`config.mk`:
```
export PLATFORM = sky130hd
export DESIGN_NAME = cm_notify_tx_flat
export DESIGN_NICKNAME = d
export VERILOG_FILES = /design/src/rtl/cm_notify_tx_pkg.sv /design/src/rtl/cm_notify_tx_if.sv /design/src/rtl/cm_event_latch.sv /design/src/rtl/cm_notify_tx.sv /design/src/flat_wrapper.sv
export SDC_FILE = /design/constraint.sdc
export NUM_CORES = 1
export LEC_CHECK = 0
export CAP_MARGIN = 20
export CORE_AREA = 5 5 72 58
export CTS_CLUSTER_DIAMETER = 60
export DETAILED_ROUTE_END_ITERATION = 6
export DIE_AREA = 0 0 77 63
export GPL_TIMING_DRIVEN = 0
export PLACE_DENSITY = 0.82
export SETUP_SLACK_MARGIN = 0.05
export SYNTH_ARGS = -nofsm -noshare
export SYNTH_HDL_FRONTEND = slang
export SYNTH_SLANG_ARGS = --single-unit
```
`constraint.sdc`:
```
create_clock -name clk -period 6 [get_ports clk]
set_clock_uncertainty 0.2 [all_clocks]
set_input_delay 0.9 -clock clk [delete_from_list [all_inputs] [get_ports clk]]
set_output_delay 0.9 -clock clk [all_outputs]
set_load 0.005 [all_outputs]
```
`src/rtl/cm_notify_tx_pkg.sv`:
```
// Shared widths, frame TYPE codes and FSM encodings for the CM notification
// transmitter.
package cm_notify_tx_pkg;

  localparam int UART_DATA_WIDTH           = 8;
  localparam int CONFIG_NOTIFICATION_WIDTH = 4;
  localparam int CONFIG_ERROR_WIDTH        = 4;
  localparam int VGA_NOTIFICATION_WIDTH    = 4;
  localparam int SEQ_WIDTH                 = 6;

  typedef enum logic [1:0] {
    TYPE_CFG = 2'b01,
    TYPE_ERR = 2'b10,
    TYPE_VGA = 2'b11
  } frame_type_e;

  typedef enum logic [1:0] {
    ST_IDLE = 2'd0,
    ST_HDR  = 2'd1,
    ST_PAY  = 2'd2
  } tx_state_e;

endpackage

```
`src/rtl/cm_notify_tx_if.sv`:
```
// Byte-push link between the notification transmitter and the UART TX FIFO.
interface cm_notify_tx_if #(
    parameter int DW = 8
);
    logic          Full;
    logic [DW-1:0] TXD_Data;
    logic          Write_En;

    modport master (input Full, output TXD_Data, output Write_En);
    modport slave  (output Full, input TXD_Data, input Write_En);
endinterface

```
`src/rtl/cm_event_latch.sv`:
```
// One pending slot: holds an event code until the arbiter consumes it and
// flags events that arrive while the slot is already occupied.
module cm_event_latch #(
    parameter int W = 4
) (
    input  logic         clk,
    input  logic         rst_n,
    input  logic         valid,
    input  logic [W-1:0] code_in,
    input  logic         consume,
    output logic         flag,
    output logic [W-1:0] code,
    output logic         overflow
);
    logic         flag_q, flag_d;
    logic [W-1:0] code_q, code_d;
    logic         ovf_q, ovf_d;

    always_comb begin
        flag_d = flag_q & ~consume;
        code_d = code_q;
        ovf_d  = 1'b0;
        // A slot being drained this cycle has room for the incoming event.
        if (valid) begin
            if (!flag_q || consume) begin
                flag_d = 1'b1;
                code_d = code_in;
            end else begin
                ovf_d = 1'b1;
            end
        end
    end

    always_ff @(posedge clk or negedge rst_n) begin
        if (!rst_n) begin
            flag_q <= 1'b0;
            code_q <= '0;
            ovf_q  <= 1'b0;
        end else begin
            flag_q <= flag_d;
            code_q <= code_d;
            ovf_q  <= ovf_d;
        end
    end

    assign flag     = flag_q;
    assign code     = code_q;
    assign overflow = ovf_q;
endmodule

```
`src/rtl/cm_notify_tx.sv`:
```
// Arbitrates CM error/config/VGA events and serialises each into a
// header+payload byte pair pushed into the UART TX FIFO.
module cm_notify_tx
  import cm_notify_tx_pkg::*;
#(
    parameter int UART_DATA_WIDTH           = cm_notify_tx_pkg::UART_DATA_WIDTH,
    parameter int CONFIG_NOTIFICATION_WIDTH = cm_notify_tx_pkg::CONFIG_NOTIFICATION_WIDTH,
    parameter int CONFIG_ERROR_WIDTH        = cm_notify_tx_pkg::CONFIG_ERROR_WIDTH,
    parameter int VGA_NOTIFICATION_WIDTH    = cm_notify_tx_pkg::VGA_NOTIFICATION_WIDTH
) (
    input  logic                                 clk,
    input  logic                                 rst_n,
    input  logic [CONFIG_NOTIFICATION_WIDTH-1:0] Config_Notification,
    input  logic                                 Config_Notification_Valid,
    input  logic [CONFIG_ERROR_WIDTH-1:0]        Config_Error,
    input  logic                                 Error_Valid,
    input  logic [VGA_NOTIFICATION_WIDTH-1:0]    VGA_Notification,
    input  logic                                 VGA_Notification_Valid,
    cm_notify_tx_if.master                       fifo,
    output logic                                 Overflow,
    output logic                                 Busy
);
    logic                                 err_flag, cfg_flag, vga_flag;
    logic [CONFIG_ERROR_WIDTH-1:0]        err_code;
    logic [CONFIG_NOTIFICATION_WIDTH-1:0] cfg_code;
    logic [VGA_NOTIFICATION_WIDTH-1:0]    vga_code;
    logic                                 err_ovf, cfg_ovf, vga_ovf;
    logic                                 err_cons, cfg_cons, vga_cons;

    cm_event_latch #(.W(CONFIG_ERROR_WIDTH)) u_err (
        .clk(clk), .rst_n(rst_n), .valid(Error_Valid), .code_in(Config_Error),
        .consume(err_cons), .flag(err_flag), .code(err_code), .overflow(err_ovf));
    cm_event_latch #(.W(CONFIG_NOTIFICATION_WIDTH)) u_cfg (
        .clk(clk), .rst_n(rst_n), .valid(Config_Notification_Valid),
        .code_in(Config_Notification), .consume(cfg_cons), .flag(cfg_flag),
        .code(cfg_code), .overflow(cfg_ovf));
    cm_event_latch #(.W(VGA_NOTIFICATION_WIDTH)) u_vga (
        .clk(clk), .rst_n(rst_n), .valid(VGA_Notification_Valid),
        .code_in(VGA_Notification), .consume(vga_cons), .flag(vga_flag),
        .code(vga_code), .overflow(vga_ovf));

    tx_state_e                  state_q, state_d;
    logic [SEQ_WIDTH-1:0]       seq_q, seq_d;
    logic [UART_DATA_WIDTH-1:0] txd_q, txd_d;
    logic [UART_DATA_WIDTH-1:0] fcode_q, fcode_d;
    logic                       busy_q, busy_d;
    frame_type_e                win_type;
    logic [UART_DATA_WIDTH-1:0] win_code;

    // Fixed priority: error, then config notification, then VGA.
    always_comb begin
        win_type = TYPE_VGA;
        win_code = UART_DATA_WIDTH'(vga_code);
        if (err_flag) begin
            win_type = TYPE_ERR;
            win_code = UART_DATA_WIDTH'(err_code);
        end else if (cfg_flag) begin
            win_type = TYPE_CFG;
            win_code = UART_DATA_WIDTH'(cfg_code);
        end
    end

    always_comb begin
        state_d       = state_q;
        seq_d         = seq_q;
        txd_d         = txd_q;
        fcode_d       = fcode_q;
        err_cons      = 1'b0;
        cfg_cons      = 1'b0;
        vga_cons      = 1'b0;
        fifo.Write_En = 1'b0;
        case (state_q)
            ST_IDLE: begin
                if (err_flag || cfg_flag || vga_flag) begin
                    err_cons = err_flag;
                    cfg_cons = !err_flag && cfg_flag;
                    vga_cons = !err_flag && !cfg_flag;
                    txd_d    = {win_type, seq_q};
                    fcode_d  = win_code;
                    state_d  = ST_HDR;
                end
            end
            ST_HDR: begin
                if (!fifo.Full) begin
                    fifo.Write_En = 1'b1;
                    txd_d         = fcode_q;
                    state_d       = ST_PAY;
                end
            end
            ST_PAY: begin
                if (!fifo.Full) begin
                    fifo.Write_En = 1'b1;
                    seq_d         = seq_q + 1'b1;
                    state_d       = ST_IDLE;
                end
            end
            default: state_d = ST_IDLE;
        endcase
        busy_d = (state_q != ST_IDLE) || err_flag || cfg_flag || vga_flag;
    end

    always_ff @(posedge clk or negedge rst_n) begin
        if (!rst_n) begin
            state_q <= ST_IDLE;
            seq_q   <= '0;
            txd_q   <= '0;
            fcode_q <= '0;
            busy_q  <= 1'b0;
        end else begin
            state_q <= state_d;
            seq_q   <= seq_d;
            txd_q   <= txd_d;
            fcode_q <= fcode_d;
            busy_q  <= busy_d;
        end
    end

    assign fifo.TXD_Data = txd_q;
    assign Overflow      = err_ovf | cfg_ovf | vga_ovf;
    assign Busy          = busy_q;
endmodule

```
`src/flat_wrapper.sv`:
```
// flat-port wrapper written by rule: the top's interface ports become plain ports
module cm_notify_tx_flat import cm_notify_tx_pkg::*;
#(
    parameter int UART_DATA_WIDTH           = cm_notify_tx_pkg::UART_DATA_WIDTH,
    parameter int CONFIG_NOTIFICATION_WIDTH = cm_notify_tx_pkg::CONFIG_NOTIFICATION_WIDTH,
    parameter int CONFIG_ERROR_WIDTH        = cm_notify_tx_pkg::CONFIG_ERROR_WIDTH,
    parameter int VGA_NOTIFICATION_WIDTH    = cm_notify_tx_pkg::VGA_NOTIFICATION_WIDTH
)
  (clk, rst_n, Config_Notification, Config_Notification_Valid, Config_Error, Error_Valid, VGA_Notification, VGA_Notification_Valid, Overflow, Busy, fifo_Full, fifo_TXD_Data, fifo_Write_En);
  cm_notify_tx_if fifo_i ();
  input  logic clk;
  input  logic rst_n;
  input  logic [CONFIG_NOTIFICATION_WIDTH-1:0] Config_Notification;
  input  logic Config_Notification_Valid;
  input  logic [CONFIG_ERROR_WIDTH-1:0] Config_Error;
  input  logic Error_Valid;
  input  logic [VGA_NOTIFICATION_WIDTH-1:0] VGA_Notification;
  input  logic VGA_Notification_Valid;
  output logic Overflow;
  output logic Busy;
  input wire logic [$bits(fifo_i.Full)-1:0] fifo_Full;
  output wire logic [$bits(fifo_i.TXD_Data)-1:0] fifo_TXD_Data;
  output wire logic [$bits(fifo_i.Write_En)-1:0] fifo_Write_En;
  assign fifo_i.Full = fifo_Full;
  assign fifo_TXD_Data = fifo_i.TXD_Data;
  assign fifo_Write_En = fifo_i.Write_En;
  cm_notify_tx #(.UART_DATA_WIDTH(UART_DATA_WIDTH), .CONFIG_NOTIFICATION_WIDTH(CONFIG_NOTIFICATION_WIDTH), .CONFIG_ERROR_WIDTH(CONFIG_ERROR_WIDTH), .VGA_NOTIFICATION_WIDTH(VGA_NOTIFICATION_WIDTH)) u_core (.clk(clk), .rst_n(rst_n), .Config_Notification(Config_Notification), .Config_Notification_Valid(Config_Notification_Valid), .Config_Error(Config_Error), .Error_Valid(Error_Valid), .VGA_Notification(VGA_Notification), .VGA_Notification_Valid(VGA_Notification_Valid), .fifo(fifo_i), .Overflow(Overflow), .Busy(Busy));
endmodule
```
# Word-level counts from Yosys, hierarchy flattened
# Cells that the tools add are included.
[word_totals]
register_bits = 43
out_inout_bits = 11
[op_classes]
add_sub_neg = 1
n_eq_ne = 5
mux = 31
bitwise_logic = 9
reduce_logical = 24
[op_table]
columns = ["cell", "count"]
rows = [
  ["$mux W8", 3],
  ["$mux W1", 20],
  ["$pmux W8 S2", 1],
  ["$mux W2", 5],
  ["$reduce_and A2 Y1", 5],
  ["$logic_or A1 B1 Y1", 8],
  ["$add A6 B1 Y6 const B", 1],
  ["$pmux W2 S3", 1],
  ["$reduce_and A3 Y1", 2],
  ["$mux W4", 1],
  ["$ne A2 B2 Y1 const B", 2],
  ["$not A1 Y1", 4],
  ["$reduce_bool A2 Y1", 2],
  ["$and A1 B1 Y1", 3],
  ["$logic_not A1 Y1", 3],
  ["$eq A2 B1 Y1 const B", 1],
  ["$eq A2 B2 Y1 const B", 1],
  ["$logic_and A1 B1 Y1", 2],
  ["$logic_not A2 Y1", 1],
  ["$ne A2 B1 Y1 const B", 1],
  ["$or A1 B1 Y1", 2],
  ["$reduce_or A2 Y1", 1],
]

# Logic depth before layout (Yosys ltp)
# Gate-level depths: netlist of the first run.
[logic_depth]
word_depth = 8
depth_mapped = 6
mapped_depth_nobuf = 6

# By module
# A second synthesis of the first run with hierarchy kept.
[unflattened]
hier_cells = 143
hier_area_um2 = 1895.6
[modules_own_cells]
columns = ["mod", "instances", "cells_per_inst", "area_per_inst_um2", "seq_area_each_um2"]
rows = [
  ["cm_notify_tx", 1, 98, 1156.1, 525.5],
  ["cm_event_latch", 3, 15, 246.5, 150.1],
]

# Worst setup path after synthesis of the first run
# OpenSTA, ideal clock, no wires.
[synth_timing]
path_kind = "input -> output"
from = "input port fifo_Full"
to = "output port fifo_Write_En"
arrival_time_ns = 1.015
required_ns = 4.900
slack_ns = 3.885
cell_stages = 1
path_cell_list = "nor2b_1"
[synth_via]
elab_chain_len = 2
[synth_rtl]
columns = ["item", "line", "source"]
rows = [
  ["start, declared", "flat_wrapper.sv:21", "input wire logic [$bits(fifo_i.Full)-1:0] fifo_Full;"],
  ["$mux W1", "cm_notify_tx.sv:84, cm_notify_tx.sv:91", ""],
  ["$mux W1", "n/a", ""],
  ["end, declared", "flat_wrapper.sv:23", "output wire logic [$bits(fifo_i.Write_En)-1:0] fifo_Write_En;"],
]
# No other way between the ends.

# Final worst setup path of the first run
# Same ends and word-level chain as after synthesis.

==> results of run 1 <==
state kept, by name, summed over array words and instances (netlist names), 2 cells and up:
signal / cells
u_core.u_err.code: 4
u_core.u_cfg.code: 4
u_core.fifo.TXD_Data: 8
u_core.fcode_q: 4
u_core.u_vga.code: 4
u_core.state_q: 2
u_core.seq_q: 6
through the flow:
step / hold slack [ps] / instances
6_report: 272 / 214
4_1_cts: 270 / 214
3_5_place_dp: 259 / 206
3_3_place_gp: 254 / 206
2_1_floorplan: 238 / 136
5_1_grt: 312 / 214
final cells by class:
| class | count | area share, % |
|---|---|---|
| timing repair buffer | 28 | 12.7 |
| sequential | 39 | 45.1 |
| clock buffer | 5 | 3.18 |
| inverter | 6 | 1.04 |
| buffer | 4 | 1.04 |
| clock inverter | 3 | 0.694 |
| tap | 42 | 2.43 |
| multi-input combinational | 87 | 33.8 |
path summary, 6_finish.rpt:
kind                                   start                       to  slack, ps
min in group asynchronous              rst_n     u_core.u_vga.code[2]        510
setup reg to reg           u_core.state_q[1]  u_core.fifo.TXD_Data[0]       3850
max in group asynchronous              rst_n  u_core.fifo.TXD_Data[6]       4560
hold / removal               u_core.seq_q[5]          u_core.seq_q[5]        270
setup / recovery                   fifo_Full            fifo_Write_En       2800
hold reg to reg              u_core.seq_q[5]          u_core.seq_q[5]        270
cells in the mapped netlist:
master	count	area share (%)
a211oi_4	1	1.1
nand4_1	2	0.71
a21boi_0	1	0.43
nand3_1	1	0.29
a31oi_1	1	0.36
o21ai_0	6	1.7
xor2_1	1	0.50
inv_1	6	1.3
or3_1	1	0.36
clkbuf_1	3	0.64
ha_1	4	2.9
and3_1	2	0.71
a21o_1	1	0.43
nand2_1	9	1.9
a21oi_1	5	1.4
mux2i_1	4	2.3
buf_6	1	0.64
o31ai_1	1	0.43
nand2b_1	3	1.1
xnor2_1	4	2.0
and4_1	1	0.50
nor2b_1	5	1.8
nor4b_4	1	1.4
mux2_2	29	19
dfrtp_1	39	56
nor2_1	4	0.86
metal layers:
metal	vias up	track usage (%)	wire length, um	share of wire, %
li1	539	-	-	-
met1	557	18.4	1470	46
met2	13	22.4	1620	50
met3	4	4.18	83	2.6
met4	0	5.58	40	1.2
met5	-	0	0	0
critical path, stage by stage:
cell and delay [ps]:
clkdlybuf4s50_1 540, nor2b_1 150, clkdlybuf4s50_1 500
kinds of logic (layout without fill, tap and decap cells):
kind of cell / after synthesis / count (layout) / share of synthesized area (%)
DFF: 39 / 39 / 55.7
muxes: 33 / 33 / 20.9
and+or+nand+nor: 29 / 29 / 9.56
AOI/OAI and AO/OA: 16 / 16 / 5.92
buffers and inverters: 10 / 46 / 2.57
xor gates and xnor gates: 5 / 5 / 2.50
adders and majority gates: 4 / 4 / 2.86
report_power, final:
group	total [mW]	leakage (nW)	internal, mW	switching, mW
clock network	0.172	0.0477	0.0796	0.0927
registers	0.433	0.471	0.368	0.0646
logic	0.427	0.453	0.245	0.181
total	1.03	0.971	0.693	0.339
==> reports/qor.yml, run 1 <==
p_per_area_mw_per_mm2: 477
dpl.hpwl_mm: 2.37
dieHeight_um: 63
portBuffers: 28
ant_nets: 0
cts_tree: "done"
die_w_um: 77
routed_wl_mm: 3.21
cts-resized-gates: 0
core_area_mm2: 0.00345
grt_pass1_wl_mm: 5.44
cts.sinks: 39
finalCritPeriodShare_pct: 53.3
rows: 19
seqCellArea_um2: 976
grt_usage_pct: 14.2
synthesis.nets: 158
required_ps: 4900
firstDrtPassIters: 4
setup_viol: 0
final_util_pct: 62.8
grt_max_degree: 40
drcViolationCount: 0
crit_path_end_kind: "primary output"
outcome: "finished clean"
fin_tns_setup_ps: 0
final_common_cell: "dfrtp_1"
maxCapViolations: 0
reg2reg_depth: 5
insertion_delay_ps: 290
postCtsHoldBufs: 0
synth_area_mm2: 0.00175
worstSetupPathType: "in2out"
post-cts-setup-buffers: 0
pin_count: 29
arrival_ps: 2100
hold_depth: 1
first_iter_violations: 31
worstMarginPinSlew_ps: 839
wl_per_cell_um: 15.0
slew_viol_final: 0
nets: 193
area_growth_pct: 23.5
startpoint_type: "input port"
start_util_pct: 50.9
root_buffer: "clkbuf_8"
postLayoutSetupSlackWorst_ps: 2800
synth_area_per_cell_um2: 12.9
peakVddDrop_uv: 297
via_per_inst: 5.20
fmax_ghz: 0.312
min_period_ps: 3200
grt_overflow: 0
cts_buffers: 5
mostFrequentLayoutCells: "39 x dfrtp_1, 29 x mux2_2, 27 x clkdlybuf4s50_1, 9 x nand2_1"
gp_congestion: 0.753
placed_area_mm2: 0.00208
dieArea_mm2: 0.00485
finalPower_mw: 1.03
vias: 1113
rsz0062_at_grt: "false"
antenna_found_initial: 0
clock_path_buffers: 2
synth_cell_types: 26
synth_warnings: 0
post-place-ws_ps: 2810
clkTransAtPathRegs_ps: 70
max_slew_margin_pct: 44.0
leakagePower_nw: 0.971
final_cell_area_mm2: 0.00216
worstPathMaxFanout: 6
ys_ff_latch: 39
multiInputGateArea_um2: 732
hold_viol_final: 0
hp-class: "reg2reg"
grt_pass1_vias: 1155
h-tree-depth: 2
drive_gt1_share_pct: 23.8
ys_seq_area_share_pct: 55.7
num_antenna_cells: 0
syn_inst: 136
n_fill_cell: 249
(Power assumes the default switching activity.)
==> inputs of run 2 (changes only) <==
Settings changed: CORE_AREA 5 5 72 58 to 5 5 74 59, DIE_AREA 0 0 77 63 to 0 0 79 64, PLACE_DENSITY 0.82 to 0.78.
Clock period 6 ns to 3.1 ns, I/O delays scaled along.
==> run 2 against run 1 <==
Core utilization fell by 2.0 points. Worst setup slack got worse by 2000 ps. Routed wire length fell by 6.9%. First-iteration DRC count rose by 13%. Global-route usage fell by 1.1 points. Clock power rose by 77%. Cell count fell by 0.93%. Clock-buffer cell count rose by 1. Sequential power rose by 92%. Power rose by 89%. Combinational power rose by 90%. Critical path type unchanged.
==> reports/qor.yml, run 2 (synthesis results as in run 1) <==
outcome: "finished clean"
reg2reg_slack_ps: 980
hp-class: "in2async"
root_buffer: "clkbuf_8"
antenna_found_initial: 0
area_growth_pct: 22.8
grt_pass1_vias: 1163
arrival_ps: 1660
cts-resized-gates: 0
startpoint_type: "input port"
rows: 19
postCtsHoldBufs: 0
cts.sinks: 39
start_util_pct: 49.5
routed_wl_mm: 2.99
grt_usage_pct: 13.1
firstDrtPassIters: 4
seqCellArea_um2: 976
multiInputGateArea_um2: 732
placed_area_mm2: 0.00208
hold_viol_final: 0
peakVddDrop_uv: 581
pin_count: 29
mostFrequentLayoutCells: "39 x dfrtp_1, 29 x mux2_2, 27 x clkdlybuf4s50_1, 9 x nand2_1"
worstReg2RegStart: "u_core.state_q[0]"
via_per_inst: 5.17
post-cts-setup-buffers: 0
grt_pass1_wl_mm: 5.12
fmax_ghz: 0.431
worstPathMaxFanout: 6
maxCapViolations: 0
dieHeight_um: 64
final_cell_area_mm2: 0.00215
grt_max_degree: 40
nets: 193
drcViolationCount: 0
required_ps: 2430
cts_buffers: 5
rsz0062_at_grt: "false"
crit_end: "fifo_Write_En"
startpoint: "fifo_Full"
core_area_mm2: 0.00354
wl_per_cell_um: 14.1
n_fill_cell: 276
vias: 1096
leakagePower_nw: 0.960
final_util_pct: 60.8
p_per_area_mw_per_mm2: 905
drive_gt1_share_pct: 22.4
worstSetupPathType: "in2out"
dpl.hpwl_mm: 2.22
clkTransAtPathRegs_ps: 60
ant_nets: 0
setup_viol: 0
reg2reg_depth: 5
largest_reg_flops: 8
worstMarginPinSlew_ps: 831
cts_tree: "done"
h-tree-depth: 2
dieArea_mm2: 0.00506
min_period_ps: 2320
whs_ps: 73.9
insertion_delay_ps: 290
clock_path_buffers: 2
grt_overflow: 0
finalCritPeriodShare_pct: 74.8
portBuffers: 28
crit_path_end_kind: "primary output"
slew_viol_final: 0
r2r-end: "u_core.fifo.TXD_Data[0]"
die_w_um: 79
first_iter_violations: 35
fin_tns_setup_ps: 0
num_antenna_cells: 0
final_common_cell: "dfrtp_1"
gp_congestion: 0.754
max_slew_margin_pct: 44.6
-- run 2: changes by cell type in the layout (fill, tap and decap cells not counted), sizes merged --
cell    change
clkinv      -3
clkbuf      +1
-- run 2: final cells by class --
class / count / area share (%)
clock buffers: 6 / 3.37
flip-flops and latches: 39 / 45.3
plain buffers: 4 / 1.05
inverters: 6 / 1.05
repair buffers: 28 / 12.8
multi-input cells: 87 / 34.0
well taps: 42 / 2.44
-- run 2: critical path, stage by stage --
cell and delay [ps]:
clkdlybuf4s50_1 530, nor2b_1 150, clkdlybuf4s50_1 510
-- run 2: worst min path at each step --
stage | slack, ps | end | depth (start not counted)
3_5_place_dp | 260 | u_core.seq_q[5] | 1
5_1_grt | 160 | u_core.u_cfg.code[1] | 1
6_report | 70 | u_core.u_cfg.code[1] | 1
2_1_floorplan | -30 | u_core.Busy | 0
3_3_place_gp | 250 | u_core.seq_q[5] | 1
4_1_cts | 110 | u_core.u_cfg.flag | 1
-- run 2: metrics by stage --
| stage | setup WS, ps | total power [mW] | std cells |
|---|---|---|---|
| final | 780 | 1.95 | 212 |
| after detailed placement | 776 | 1.66 | 206 |
| after global placement | 507 | 1.62 | 206 |
| after CTS | 778 | 1.98 | 212 |
| after global routing | 696 | 2.10 | 212 |
| after floorplan | 1210 | 1.40 | 136 |
-- run 2: per-layer routing --
layer	global-route usage (%)	vias up	part of all wire [%]
met5	0	-	0
met4	5.15	0	1.9
met3	5.34	6	5.3
met2	21.6	19	49
met1	15.4	534	44
li1	-	537	-
-- run 2: report_power, final --
part           switching, mW  leakage, nW  total, mW  internal, mW
registers              0.119        0.471      0.832         0.713
clock network          0.154       0.0371      0.304         0.150
logic                  0.341        0.453      0.813         0.472
==> edit (flow settings as in run 2) <==
`CONFIG_NOTIFICATION_WIDTH`: 4 -> 5.
--- a/src/rtl/cm_notify_tx_pkg.sv
+++ b/src/rtl/cm_notify_tx_pkg.sv
@@ -4,5 +4,5 @@
 
   localparam int UART_DATA_WIDTH           = 8;
-  localparam int CONFIG_NOTIFICATION_WIDTH = 4;
+  localparam int CONFIG_NOTIFICATION_WIDTH = 5;
   localparam int CONFIG_ERROR_WIDTH        = 4;
   localparam int VGA_NOTIFICATION_WIDTH    = 4;
Interface: changed (resized Config_Notification); port bits go from 29 to 30. The function was not compared with the original's and may differ.
==> edit against run 2 <==
  * Worst setup slack improved by 3.9 ps
  * Area after synthesis rose by 6.1%
  * Critical path depth is the same
  * Via count rose by 6.2%
  * Total power increased by 11%
  * Hold slack improved by 18 ps
  * Final area rose by 6.7%
  * Sequential cell count up 2
  * Clock power increased by 26%
  * Non-clock buffer count up 2
  * Wire length increased by 14%
  * Critical path type unchanged
  * Largest cell class unchanged
  * Highest routed layer unchanged
==> edit: results (changes against run 2) <==
Final min period=2316 ps (-3.943 ps); Synth Instances=143 (+5.1%); vias in the first global route=1244 (+7.0%); met2 usage=0.2437 (+0.02731); Distinct cells, synth=29 (+12%); RD Place Congestion=0.7285 (-3.3%); Port Buffers=29 (+3.6%); layout cells sized above 1=0.2611 (+0.03758); post-synthesis net count=166 (+5.1%); Worst VDD drop=0.5284 mV (-9.1%); Pwr Density=943.9 mW/mm2 (+4.3%); Crit Reg-Reg Endpoint=u_core.fifo.TXD_Data[7]; first-pass GRT wire length=5699 um (+11%); DP Wirelength=2572 um (+16%); P_leak=1.028 nW (+7.0%); setup slack, reg-to-reg=960 ps (-20 ps); total wire length=3407 um (+14%); total track usage=0.1471 (+0.01562); Register-to-Register Path Depth=6 (+1); status=finished, final reports clean; Avg Vias per Cell=5.243 (+1.4%); DP Worst Slack=777.9 ps (+2.258 ps); Area after DPL=0.002197 mm2 (+5.6%); Worst-Margin Slew=892.8 ps (+62.16 ps); Global Route met1 Usage=0.1733 (+0.01927); wire per inst=15.35 um (+8.9%); met3 global-route usage=0.04775 (-0.005618); Final Net Count=202 (+4.7%); Iteration-0 DRC Markers=92 (+160%); largest cells by area after synthesis=dfrtp_1 (55%), mux2_2 (19%), ha_1 (2.7%), nand2_1 (2.2%), mux2i_1 (2.2%); Seq/Total Area, Yosys=0.5518 (-0.004928)
-- edit: area by class of cell --
type / count / share of cell area
sequential: 41 / 0.4464
inverter: 6 / 0.009799
timing repair buffer: 29 / 0.1241
clock inverter: 1 / 0.002177
multi-input combinational: 91 / 0.3424
clock buffer: 7 / 0.04192
buffer: 5 / 0.01034
tap: 42 / 0.02286
-- edit: worst min-delay path by stage --
stage,from,endpoint,slack (ps),depth (start not counted)
detailed placement,u_core.fcode_q[4],u_core.fcode_q[4],270,2
finish,rst_n,u_core.state_q[0],90,1
global placement,u_core.seq_q[5],u_core.seq_q[5],250,1
floorplan,rst_n,u_core.Busy,-30,0
CTS,rst_n,u_core.state_q[0],120,1
global route,rst_n,u_core.state_q[0],170,1
-- edit: metal layers --
layer / wire length, um / vias up
li1: - / 562
met1: 1501 / 572
met2: 1691 / 24
met3: 163 / 6
met4: 51 / 0
met5: 0 / -
-- edit: power breakdown --
part	leakage, nW	total (mW)	internal [mW]	switching [mW]
Combinational	0.478	0.885	0.509	0.376
Clock	0.0542	0.384	0.201	0.182
Sequential	0.496	0.901	0.756	0.145
Total	1.03	2.17	1.47	0.704
-- edit: kinds of logic after synthesis --
family / Yosys count / synth area share
adders and majority gates: 4 / 0.02692
xor gates and xnor gates: 5 / 0.02355
and+or+nand+nor: 31 / 0.09488
DFF: 41 / 0.5518
AOI/OAI and AO/OA: 16 / 0.06864
muxes: 35 / 0.2093
buffers and inverters: 11 / 0.02490
-- edit: worst register-to-register path: cells and delay by family, from the launching register on --
family | cells | cell delay (ps)
DFF | 1 | 380
AOI/OAI and AO/OA | 1 | 440
and+or+nand+nor | 1 | 170
buffers and inverters | 2 | 250
adders and majority gates | 1 | 200
muxes | 1 | 400
